$ cat src/rtl/d_pipe_reg_pkg.sv
// Shared defaults and the occupancy-counter width helper for the D-register pipeline.
package d_pipe_reg_pkg;

    localparam int unsigned DEF_WIDTH = 8;
    localparam int unsigned DEF_DEPTH = 4;

    function automatic int unsigned cnt_w(input int unsigned depth);
        return $clog2(depth + 1);
    endfunction

endpackage

$ cat src/rtl/d_pipe_stage.sv
// One pipeline stage: valid bit, data register and its advance/capture logic.
module d_pipe_stage
    import d_pipe_reg_pkg::*;
#(
    parameter int unsigned WIDTH = DEF_WIDTH
) (
    input  logic             clk,
    input  logic             rst_n,
    input  logic             flush,
    input  logic             up_valid,
    input  logic [WIDTH-1:0] up_data,
    input  logic             down_ready,
    output logic             valid,
    output logic [WIDTH-1:0] data,
    output logic             ready
);

    logic take;

    // A stage can accept when it is empty or its word leaves this same cycle.
    assign ready = !valid || down_ready;
    assign take  = up_valid && ready && !flush;

    always_ff @(posedge clk or negedge rst_n) begin
        if (!rst_n) begin
            valid <= 1'b0;
            data  <= '0;
        end else begin
            if (flush)
                valid <= 1'b0;
            else
                valid <= take || (valid && !down_ready);
            if (take)
                data <= up_data;
        end
    end

endmodule

$ cat src/rtl/d_pipe_reg.sv
// Elastic D-register pipeline with bubble collapsing, flush and occupancy count.
module d_pipe_reg
    import d_pipe_reg_pkg::*;
#(
    parameter int unsigned WIDTH = DEF_WIDTH,
    parameter int unsigned DEPTH = DEF_DEPTH
) (
    input  logic                      clk,
    input  logic                      rst_n,
    input  logic                      flush,
    input  logic                      in_valid,
    output logic                      in_ready,
    input  logic [WIDTH-1:0]          D,
    output logic                      out_valid,
    input  logic                      out_ready,
    output logic [WIDTH-1:0]          Q,
    output logic [cnt_w(DEPTH)-1:0]   count
);

    localparam int unsigned CW = cnt_w(DEPTH);

    logic [DEPTH-1:0] vld;
    logic [DEPTH:0]   rdy;
    logic [WIDTH-1:0] dat [DEPTH];

    // Ready ripples combinationally from out_ready back to stage 0.
    assign rdy[DEPTH] = out_ready;

    for (genvar k = 0; k < DEPTH; k++) begin : g_stage
        logic             up_v;
        logic [WIDTH-1:0] up_d;

        if (k == 0) begin : g_head
            assign up_v = in_valid;
            assign up_d = D;
        end else begin : g_body
            assign up_v = vld[k-1];
            assign up_d = dat[k-1];
        end

        d_pipe_stage #(
            .WIDTH(WIDTH)
        ) u_stage (
            .clk       (clk),
            .rst_n     (rst_n),
            .flush     (flush),
            .up_valid  (up_v),
            .up_data   (up_d),
            .down_ready(rdy[k+1]),
            .valid     (vld[k]),
            .data      (dat[k]),
            .ready     (rdy[k])
        );
    end

    assign in_ready  = rdy[0] && !flush;
    assign out_valid = vld[DEPTH-1];
    assign Q         = dat[DEPTH-1];

    always_comb begin
        count = '0;
        for (int unsigned i = 0; i < DEPTH; i++)
            count = count + CW'(vld[i]);
    end

endmodule

$ cat config.mk
export PLATFORM = sky130hd
export DESIGN_NAME = d_pipe_reg
export DESIGN_NICKNAME = d
export VERILOG_FILES = /design/src/rtl/d_pipe_reg_pkg.sv /design/src/rtl/d_pipe_stage.sv /design/src/rtl/d_pipe_reg.sv
export SDC_FILE = /design/constraint.sdc
export NUM_CORES = 1
export LEC_CHECK = 0
export ABC_AREA = 1
export CAP_MARGIN = 20
export CORE_AREA = 2 2 69 71
export DETAILED_ROUTE_END_ITERATION = 8
export DIE_AREA = 0 0 71 73
export GPL_ROUTABILITY_DRIVEN = 0
export SLEW_MARGIN = 25
export SYNTH_ARGS = -nofsm -noshare
export SYNTH_HDL_FRONTEND = slang
export SYNTH_SLANG_ARGS = --single-unit
$ cat constraint.sdc
create_clock -name clk -period 2.6 [get_ports clk]
set_clock_uncertainty 0.15 [all_clocks]
set_input_delay 0.52 -clock clk [delete_from_list [all_inputs] [get_ports clk]]
set_output_delay 0.52 -clock clk [all_outputs]
set_load 0.02 [all_outputs]
# [Word level (Yosys, flattened, before mapping)]
# Index checks and enable logic that the tools add are counted.
[op_classes] n_reduce_logical=30 n_mul=0 n_shift=0 addsub=3 div_mod_pow=0 eq_ne=0 n_lt_le_gt_ge=0 mux=4 bitwise_logic=0
[ops] cell="logical AND 1 bit" n=13
[ops] cell="zero test 1 bit" n=9
[ops] cell="logical OR 1 bit" n=8
[ops] cell="2-to-1 mux 1 bit" n=4
[ops] cell="adder 2 x 1 -> 3 bit" n=1
[ops] cell="adder 3 x 1 -> 3 bit" n=1
[ops] cell="adder 1 x 1 -> 2 bit" n=1
[totals] register_bits=36 inputBits=13 n_memories=0 rom_bits=0 latch_bits=0 ramBits=0 out_inout_bits=13

# [Longest topological paths before layout]
# Gate-level depths: netlist of the first run.
[logic_depth] ltp_word=9 depth_mapped=7 depth_no_buf=6

# [Modules after synthesis]
# Synthesis of the first run repeated with hierarchy kept, for this count alone.
[hier_totals] hier_cells=170 hier_area_um2=1570.3
[modules_own_cells] mod="d_pipe_stage" seq_area_each_um2=225.2 area_per_inst_um2=374.1 cells_per_inst=40 instances=4
[modules_own_cells] mod="d_pipe_reg" seq_area_each_um2=0.0 area_per_inst_um2=73.8 cells_per_inst=10 instances=1

# [Least setup slack after synthesis of the first run]
# No wires, ideal clock.
[synth_path] kind="reg2out" from="register g_stage[3].u_stage.valid" to="output port count[1]" path_slack_ns=0.270 n_path_buf=0 arrival_ns=1.660 required_ns=1.930 path_stages_with_launch=6 cell_sequence="dfrtp_1 -> inv_1 -> fa_1 -> inv_1 -> ha_1 -> ha_1"
[synth_via] elab_chain_len=1
[synth_rtl] item="start: declaration" line_no="d_pipe_stage.sv:13" source="output logic valid,"
[synth_rtl] item="start signal: assignment" line_no="d_pipe_stage.sv:32" source="valid <= take || (valid && !down_ready);"
[synth_rtl] item="adder 3 x 1 -> 3 bit" line_no="d_pipe_reg.sv:63" source="count = count + CW'(vld[i]);"
[synth_rtl] item="end: declaration" line_no="d_pipe_reg.sv:17" source="output logic [cnt_w(DEPTH)-1:0] count"
# No other way between the ends.

# [Worst setup path in the final report of the first run]
# Same ends and word-level chain as after synthesis.

==> results of run 1 <==
## power by group through the flow
stage | registers, mW | clock network [mW] | logic (mW)
after floorplan | 0.764 | 0 | 0.118
after global placement | 0.720 | 0 | 0.292
after detailed placement | 0.724 | 0 | 0.297
after CTS | 0.713 | 0.418 | 0.295
after global routing | 0.726 | 0.439 | 0.329
final | 0.712 | 0.404 | 0.289
## area by class of cell
class	instances	area [sq um]	share of cell area, %
repair buffers	32	294	15.2
multi-input cells	89	484	25.1
inverters	24	90.1	4.67
clock buffers	6	82.6	4.28
well taps	54	67.6	3.50
flip-flops and latches	36	901	46.7
clock inverters	2	10.0	0.519
## synthesized netlist by cell type (all sizes together)
master	n	area [sq um]
a21oi	11	62.6
nand4	9	62.6
dfrtp	36	901
ha	2	25.0
clkbuf	1	3.75
nand2	33	124
o21ai	16	80.1
nor2	12	57.6
buf	4	32.5
inv	24	90.1
fa	1	20.0
nand3	5	52.6
## worst max path at each step
stage / startpoint / to / cells after the start
floorplan: g_stage[3].u_stage.valid / count[1] / 5
global placement: g_stage[3].u_stage.valid / count[1] / 6
detailed placement: g_stage[3].u_stage.valid / count[1] / 6
CTS: out_ready / in_ready / 6
global route: g_stage[3].u_stage.valid / count[1] / 6
finish: g_stage[3].u_stage.valid / count[1] / 6
## stage by stage
| step | TNS, ns | hold slack (ns) | std cells | utilization [%] | area [sq um] |
|---|---|---|---|---|---|
| floorplan | 0 | 0.0744 | 154 | - | 1510 |
| global placement | -0.0565 | 0.306 | 235 | 40.7 | 1850 |
| detailed placement | -0.0650 | 0.309 | 235 | 40.7 | 1850 |
| CTS | 0 | 0.327 | 243 | 42.6 | 1930 |
| global route | 0 | 0.340 | 243 | 42.5 | 1930 |
| finish | 0 | 0.322 | 243 | 42.5 | 1930 |
## routing by layer
| metal | part of all wire, % | routed length (um) |
|---|---|---|
| met1 | 53 | 1280 |
| met2 | 39 | 943 |
| met3 | 3.9 | 94 |
| met4 | 3.2 | 76 |
| met5 | 0 | 0 |
## what timing repair did
action | 4_1_cts | 5_1_grt
setup endpoints to repair | 3 | 4
gates resized for setup | 7 | 3
cloned | 0 | 0
## registers in the layout, indices dropped and copies added, names as in the netlist
signal                 flops
g_stage.u_stage.valid      4
g_stage.u_stage.data      32
## cell families after synthesis
family / after synthesis / share of synthesized area, %
fa+ha+maj: 3 / 2.98
compound gates: 27 / 9.44
simple gates: 59 / 19.6
flops: 36 / 59.6
buf+inv: 29 / 8.36
## critical path, delay by kind of cell, from the launching register on
kind	cells	cell delay, ns
buffers and inverters	3	0.25
DFF	1	0.36
adders and majority gates	3	0.95
==> reports/qor.csv, run 1 <==
stage;metric;value;unit
clock_network;cts bufs inserted;5;
grt;GRT met3 Usage;2.07;%
floorplan;initial core utilization;33.3;%
floorplan;Die W;71;um
grt;met2 Use GR;15.0;%
power_and_ir_drop;Max IR drop VDD;0.000243;V
sta;Fmax;399;MHz
setup_path;CP Launch Type;flip-flop;
logic_synthesis;Syn Nets;170;
clock_network;Sink Count;36;
power_and_ir_drop;Clock Power Share;28.8;%
grt;grt peak-use layer;met1;
floorplan;die height;73;um
setup_path;WS Path Type;flip-flop to output pin;
run_status;status;completed;
min_path;worst hold endpoint;g_stage[0].u_stage.data[3];
clock_network;clock buffer depth;2;
grt;initial antenna violation count;0;
logic_synthesis;Post-Synthesis Cell Area;0.00151;sq mm
setup_path;critical path's slowest cell;fa_1;
logic_synthesis;FF+latch count, synth;36;
grt;first-pass GRT wire length;4350;um
routing;Antenna Nets Post-Route;0;
sta;RSZ-0062 raised after global routing;no;
placement;dpl hpwl;1680;um
routing;routed len/inst;9.84;um
finish;most frequent cells in the layout;36 x dfrtp_1, 33 x nand2_1, 22 x inv_1, 21 x clkdlybuf4s50_1, 15 x o21ai_0;
finish;Area growth syn-to-layout;27.6;%
flow_run;Max-cap violations;0;
power_and_ir_drop;pwr/cell area;729;mW/mm^2
power_and_ir_drop;total power draw;1.41;mW
setup_path;critical path fanouts, max;2;
finish;Fillers;467;
setup_path;CP Data Required Time;1.93;ns
routing;DR pass1 iterations;4;
floorplan;I/O pin cnt;26;
floorplan;Die ar.;0.00518;sq mm
setup_path;element type at the critical path end;output pin;
logic_synthesis;Ys Warns;0;
min_path;worst hold path type;flip-flop to flip-flop;
clock_network;H-tree Lvls;2;
power_and_ir_drop;internal power;1.01;mW
finish;commonest non-fill, non-tap cell in the layout;dfrtp_1;
finish;layout cells sized above 1;15.3;%
setup_path;cell repeated most along the worst path;ha_1;
setup_path;R2R setup slack;1.16;ns
routing;Post-route DRC;0;
logic_synthesis;Gate Count Post-Synth;154;
power_and_ir_drop;P_leak;0.976;nW
clock_network;Root Driver;clkbuf_8;
setup_path;RR Startpoint;g_stage[3].u_stage.valid;
routing;final wirelength;2390;um
clock_network;Clock Latency Late Sink;0.28;ns
clock_network;CTS Hold Bufs;0;
logic_synthesis;syn avg cell area;9.81;sq um
floorplan;# rows;25;
clock_network;Setup Fix Bufs, Post-CTS;0;
sta;Hold Vio Cnt, Final;0;
logic_synthesis;Seq/Total Area, Yosys;59.6;%
setup_path;Critical R2R Capture;g_stage[1].u_stage.data[6];
power_and_ir_drop;Combinational Power Share;20.6;%
power_and_ir_drop;NetSw;0.392;mW
clock_network;CTS tree;built;
sta;Final period util;96.5;%
sta;Slew HR;69.4;%
placement;IO Port Bufs;25;
clock_network;clock slew at reported path FFs;0.07;ns
min_path;hold path depth;2;
power_and_ir_drop;sw frac;27.9;%
setup_path;Worst Path Arrival;1.84;ns
placement;pre-CTS WS;-0.0650;ns
routing;vias;1031;
setup_path;Reg2Reg Depth;6;
power_and_ir_drop;Flop pwr share;50.6;%
sta;final setup violating endpoints;0;
floorplan;core box area;0.00454;sq mm
finish;antenna cell count;0;
sta;Final WS setup;0.0910;ns
routing;detailed router's first-iteration violation count;72;
finish;Net count, final;204;
sta;Final min period;2.51;ns
grt;GRT met1 Usage;15.2;%
routing;vias per cell;4.24;
logic_synthesis;Cell variety after synth;21;
grt;Total Routing Usage GR;10.8;%
setup_path;CP Cell Sequence;inv_2 -> fa_1 -> inv_1 -> ha_1 -> ha_1 -> buf_2;
sta;final slew viol count;0;
grt;vias in the first global route;955;
min_path;hold_sp;g_stage[0].u_stage.data[3];
setup_path;largest stage delay on the critical path;0.52;ns
grt;GRT overflow;0;
grt;largest net degree at the start of global routing;37;
sta;worst slew pin tran;0.458;ns
Power figures use the tool's default switching activity.
==> run 2: changes to the inputs <==
--- a/config.mk
+++ b/config.mk
@@ -6,10 +6,9 @@
 export NUM_CORES = 1
 export LEC_CHECK = 0
 export ABC_AREA = 1
-export CAP_MARGIN = 20
-export CORE_AREA = 2 2 69 71
+export CORE_AREA = 2 2 96 52
 export DETAILED_ROUTE_END_ITERATION = 8
-export DIE_AREA = 0 0 71 73
+export DIE_AREA = 0 0 98 54
 export GPL_ROUTABILITY_DRIVEN = 0
 export SLEW_MARGIN = 25
 export SYNTH_ARGS = -nofsm -noshare
==> reports/qor.csv, run 2 (same netlist as run 1, synthesis figures left out) <==
stage;metric;value;unit;change
run_status;status;completed;;unchanged
routing;Antenna Nets Post-Route;0;;unchanged
sta;Hold Vio Cnt, Final;0;;unchanged
finish;top flop regs;g_stage.u_stage.data (32), g_stage.u_stage.valid (4);;unchanged
clock_network;Clock Latency Late Sink;0.29;ns;was 0.28 ns
routing;DR pass1 iterations;4;;unchanged
min_path;hold path depth;2;;unchanged
sta;Final period util;97.1;%;was 96.5%
clock_network;clock slew at reported path FFs;0.07;ns;about the same
routing;routed len/inst;11.1;um;was 9.84 um
finish;antenna cell count;0;;unchanged
finish;final core utilization;43.2;%;was 42.5%
floorplan;die height;54;um;was 73 um
sta;final setup violating endpoints;0;;unchanged
clock_network;clock buffer depth;2;;unchanged
clock_network;Root Driver;clkbuf_8;;unchanged
finish;multi-input logic area;484;sq um;unchanged
floorplan;initial core utilization;33.1;%;was 33.3%
sta;Fmax;396;MHz;was 399 MHz
clock_network;CTS Hold Bufs;0;;unchanged
clock_network;CTS tree;built;;unchanged
placement;pre-CTS WS;-0.0975;ns;was -0.0650 ns
clock_network;cts bufs inserted;5;;unchanged
grt;vias in the first global route;948;;was 955
floorplan;# rows;18;;was 25
setup_path;Worst Path Arrival;1.86;ns;was 1.84 ns
routing;final wirelength;2760;um;was 2390 um
sta;Final WS setup;0.0749;ns;was 0.0910 ns
setup_path;WS Path Type;flip-flop to output pin;;unchanged
routing;Post-route DRC;0;;unchanged
placement;placed cell areas;0.00185;sq mm;unchanged
grt;largest net degree at the start of global routing;37;;unchanged
finish;Biggest register;g_stage.u_stage.data;;unchanged
finish;Largest register FFs;32;;unchanged
power_and_ir_drop;pwr/cell area;784;mW/mm^2;was 729 mW/mm^2
grt;GRT overflow;0;;unchanged
finish;layout cells sized above 1;15.9;%;was 15.3%
finish;FF/Latch Area;901;sq um;unchanged
setup_path;CP Launch Type;flip-flop;;unchanged
floorplan;core box area;0.00457;sq mm;was 0.00454 sq mm
setup_path;critical path fanouts, max;2;;unchanged
setup_path;Reg2Reg Depth;7;;was 6
grt;Total Routing Usage GR;12.7;%;was 10.8%
min_path;hold_sp;g_stage[0].u_stage.data[6];;was g_stage[0].u_stage.data[3]
power_and_ir_drop;Max IR drop VDD;0.000250;V;was 0.000243 V
setup_path;element type at the critical path end;output pin;;unchanged
finish;Fillers;469;;was 467
floorplan;Die W;98;um;was 71 um
routing;detailed router's first-iteration violation count;58;;was 72
routing;vias;1051;;was 1031
finish;commonest non-fill, non-tap cell in the layout;dfrtp_1;;unchanged
finish;most frequent cells in the layout;36 x dfrtp_1, 33 x nand2_1, 21 x inv_1, 21 x clkdlybuf4s50_1, 15 x o21ai_0;;was 36 x dfrtp_1, 33 x nand2_1, 22 x inv_1, 21 x clkdlybuf4s50_1, 15 x o21ai_0
routing;vias per cell;4.22;;was 4.24
setup_path;CP Data Required Time;1.93;ns;about the same
setup_path;crit path launch;g_stage[0].u_stage.valid;;was g_stage[3].u_stage.valid
grt;initial antenna violation count;0;;unchanged
finish;final instance area;0.00198;sq mm;was 0.00193 sq mm
sta;final slew viol count;0;;unchanged
sta;RSZ-0062 raised after global routing;no;;unchanged
clock_network;Sink Count;36;;unchanged
setup_path;RR Startpoint;g_stage[3].u_stage.valid;;unchanged
sta;Final min period;2.53;ns;was 2.51 ns
power_and_ir_drop;total power draw;1.55;mW;was 1.41 mW
sta;Slew HR;69.4;%;about the same
placement;dpl hpwl;1830;um;was 1680 um
clock_network;H-tree Lvls;2;;unchanged
sta;worst slew pin tran;0.459;ns;was 0.458 ns
flow_run;Max-cap violations;0;;unchanged
min_path;worst hold path type;flip-flop to flip-flop;;unchanged
grt;first-pass GRT wire length;4840;um;was 4350 um
floorplan;Die ar.;0.00529;sq mm;was 0.00518 sq mm
power_and_ir_drop;P_leak;0.991;nW;was 0.976 nW
floorplan;I/O pin cnt;26;;unchanged
finish;Net count, final;204;;unchanged
finish;Area growth syn-to-layout;30.8;%;was 27.6%
placement;IO Port Bufs;25;;unchanged
run 2: cell count changes in the layout (fill, tap and decap cells not counted), sizes merged:
| cell | before | now |
|---|---|---|
| clkinv | 2 | 0 |
| buf | 8 | 9 |
| bufinv | 0 | 1 |
run 2: final timing paths:
path	to	slack [ns]
worst max-delay path	count[1]	0.07
max in group asynchronous	g_stage[2].u_stage.valid	1.47
min in group asynchronous	g_stage[3].u_stage.data[7]	0.49
worst min register to register	g_stage[0].u_stage.data[6]	0.33
worst max register to register	g_stage[3].u_stage.data[1]	1.12
worst min-delay path	g_stage[0].u_stage.data[6]	0.33
run 2: cell type report:
cell class                      instances  area share (%)
Sequential cell                        36            45.6
Multi-Input combinational cell         89            24.5
Timing Repair Buffer                   32            15.2
Clock buffer                            7            4.87
Inverter                               24            4.56
Tap cell                               60            3.80
Clock inverter                          1            1.52
run 2: through the flow:
stage,hold slack [ns],instances,setup TNS (ns)
floorplan,0.0744,154,0
global placement,0.308,240,-0.0837
detailed placement,0.313,240,-0.0975
CTS,0.330,248,0
global route,0.356,249,0
finish,0.329,249,0
run 2: routing by layer:
| layer | up-vias | wire (um) | track usage [%] |
|---|---|---|---|
| met3 | 7 | 201 | 4.81 |
| met2 | 34 | 943 | 14.0 |
| met4 | 0 | 80 | 8.33 |
| met1 | 449 | 1530 | 19.2 |
| li1 | 561 | - | - |
| met5 | - | 0 | 0 |
run 2: power by group:
group / switching, mW / leakage (nW) / internal [mW]
Combinational: 0.156 / 0.481 / 0.137
Clock: 0.204 / 0.0645 / 0.338
Sequential: 0.0482 / 0.445 / 0.666
Total: 0.408 / 0.991 / 1.14
run 2: critical path: stages, from the launching register on:
cell	delay, ns
dfrtp_1	0.35
inv_2	0.05
fa_1	0.52
inv_1	0.04
ha_1	0.17
ha_1	0.30
buf_6	0.13
run 2: what timing repair did:
| item | CTS | global route |
|---|---|---|
| hold endpoints to repair | 0 | 0 |
| endpoints found under the setup margin | 3 | 4 |
| cloned | 0 | 0 |
| gates resized for setup | 8 | 6 |
| pin swaps | 0 | 2 |
| buffers inserted | 0 | 1 |
==> RTL change, RTL diff (flow settings as in run 2) <==
Put a register stage on the output `count`. The value now appears one clock later. The other outputs are not delayed to match.
--- a/src/rtl/d_pipe_reg.sv
+++ b/src/rtl/d_pipe_reg.sv
@@ -20,2 +20,4 @@
     localparam int unsigned CW = cnt_w(DEPTH);
+
+    logic [cnt_w(DEPTH)-1:0] count_d;
 
@@ -60,5 +62,9 @@
     always_comb begin
-        count = '0;
+        count_d = '0;
         for (int unsigned i = 0; i < DEPTH; i++)
-            count = count + CW'(vld[i]);
+            count_d = count_d + CW'(vld[i]);
+    end
+
+    always_ff @(posedge clk) begin
+        count <= count_d;
     end
Check against the original RTL: not equivalent (Yosys sat finds a counterexample within 4 cycles, from zero or initial values and one cycle with rst_n low).
==> RTL change against run 2 <==
  * Worst setup slack improved by 0.30 ns
  * Power increased by 2.0%
  * Global-route usage decreased by 0.073 points
  * Via count decreased by 0.95%
  * Synthesized area increased by 4.0%
  * Combinational power about the same
  * Wire length increased by 2.9%
  * Design area increased by 1.3%
  * Critical endpoint is now in_ready
  * Largest cell class unchanged
  * Sequential power increased by 7.3%
  * Sequential cell count increased by 3
  * Die area unchanged
==> RTL change: results (changes against run 2) <==
metric,value,unit,change
outcome,"finished, final reports clean",,unchanged
switching fraction of total power,0.266,,was 0.263
share of layout cells above drive strength 1,0.117,,was 0.159
Clock buf/inv share,0.0587,,was 0.0639
ys async rst share,0.923,,was 1.00
Hold Crit Start,g_stage[0].u_stage.data[5],,was g_stage[0].u_stage.data[6]
sequential share of cell area,0.480,,was 0.456
# fillers,478,,was 469
clkbuf count,6,,was 7
RR Startpoint,g_stage[1].u_stage.valid,,was g_stage[3].u_stage.valid
DP HPWL,1.98,mm,was 1.83 mm
Post-Syn Nets,173,,was 170
Multi-input gate area,484,µm²,unchanged
Synth area leaders,"dfrtp_1, nand2_1, inv_1",,unchanged
Critical path origin,out_ready,,was g_stage[0].u_stage.valid
vias in the first global route,971,,was 948
vias,1041,,was 1051
routed wire length per instance,11.4,µm,was 11.1 µm
Largest regs,"g_stage.u_stage.data: 32 flops, g_stage.u_stage.valid: 4 flops, count: 3 flops",,"was g_stage.u_stage.data: 32 flops, g_stage.u_stage.valid: 4 flops"
CP max FO,4,,was 2
Total GRT Usage,0.126,,was 0.127
Slew @ Worst Pin,0.454,ns,was 0.459 ns
number of distinct library cells after synthesis,22,,was 21
Non-clk bufs,28,,was 32
VDD IR max,0.000252,V,was 0.000250 V
#FFs+latches synth,39,,was 36
initial antenna violation count,0,,unchanged
static leakage,0.000985,µW,was 0.000991 µW
initial drt markers,26,,was 58
Placed Area,0.00188,mm²,was 0.00185 mm²
inverter count,24,,unchanged
"Seq/Total Area, Yosys",0.611,,was 0.596
nets,203,,was 204
final wirelength,2.84,mm,was 2.76 mm
cells after synthesis,157,,was 154
non-clk buf share,0.137,,was 0.152
pre-CTS setup slack,0.0189,ns,was -0.0975 ns
first-pass GRT wire length,4.95,mm,was 4.84 mm
Arrival @ worst endpoint,1.55,ns,was 1.86 ns
P&R area growth vs syn,27.5,%,was 30.8%
RTL change: cell count changes after synthesis, sizes merged:
cell,run 2,this run
dfxtp,0,3
RTL change: per-layer routing:
metal	wire length, µm	global-route usage	vias up
met5	0	0	-
met4	55	0.0625	0
met2	927	0.153	28
li1	-	-	561
met1	1690	0.189	448
met3	164	0.0468	4
RTL change: critical path: stages:
cell and delay [ns]:
clkdlybuf4s50_1 0.44, nor2_4 0.16, nand4_2 0.10, inv_1 0.09
nor2_1 0.04, dlymetal6s2s_1 0.20
RTL change: logic make-up after synthesis:
logic type               after synthesis  share of synthesized area
AND/OR/NAND/NOR                       59                      0.189
adder cells (fa/ha/maj)                3                     0.0287
flip-flops                            39                      0.611
buffers and inverters                 29                     0.0804
AO/OA/AOI/OAI                         27                     0.0908
RTL change: path summary, 6_finish.rpt:
kind | to | slack, ns | cells after the start
max | in_ready | 0.38 | 6
min | g_stage[0].u_stage.data[5] | 0.32 | 2
max reg2reg | count[1] | 0.81 | 5
min reg2reg | g_stage[0].u_stage.data[5] | 0.32 | 2
min in group asynchronous | g_stage[3].u_stage.data[4] | 0.50 | 2
max in group asynchronous | g_stage[0].u_stage.data[2] | 1.48 | 2
RTL change: power groups by stage:
| stage | logic [µW] | registers [µW] | clock network, µW |
|---|---|---|---|
| after floorplan | 113 | 818 | 0 |
| after global placement | 292 | 774 | 0 |
| after detailed placement | 296 | 779 | 0 |
| after CTS | 297 | 768 | 538 |
| after global routing | 331 | 780 | 575 |
| final | 292 | 766 | 523 |
RTL change: timing repair:
item,4_1_cts,5_1_grt
setup buffers,0,0
hold buffers,0,0
gates resized for setup,0,1
setup endpoints to repair,0,1
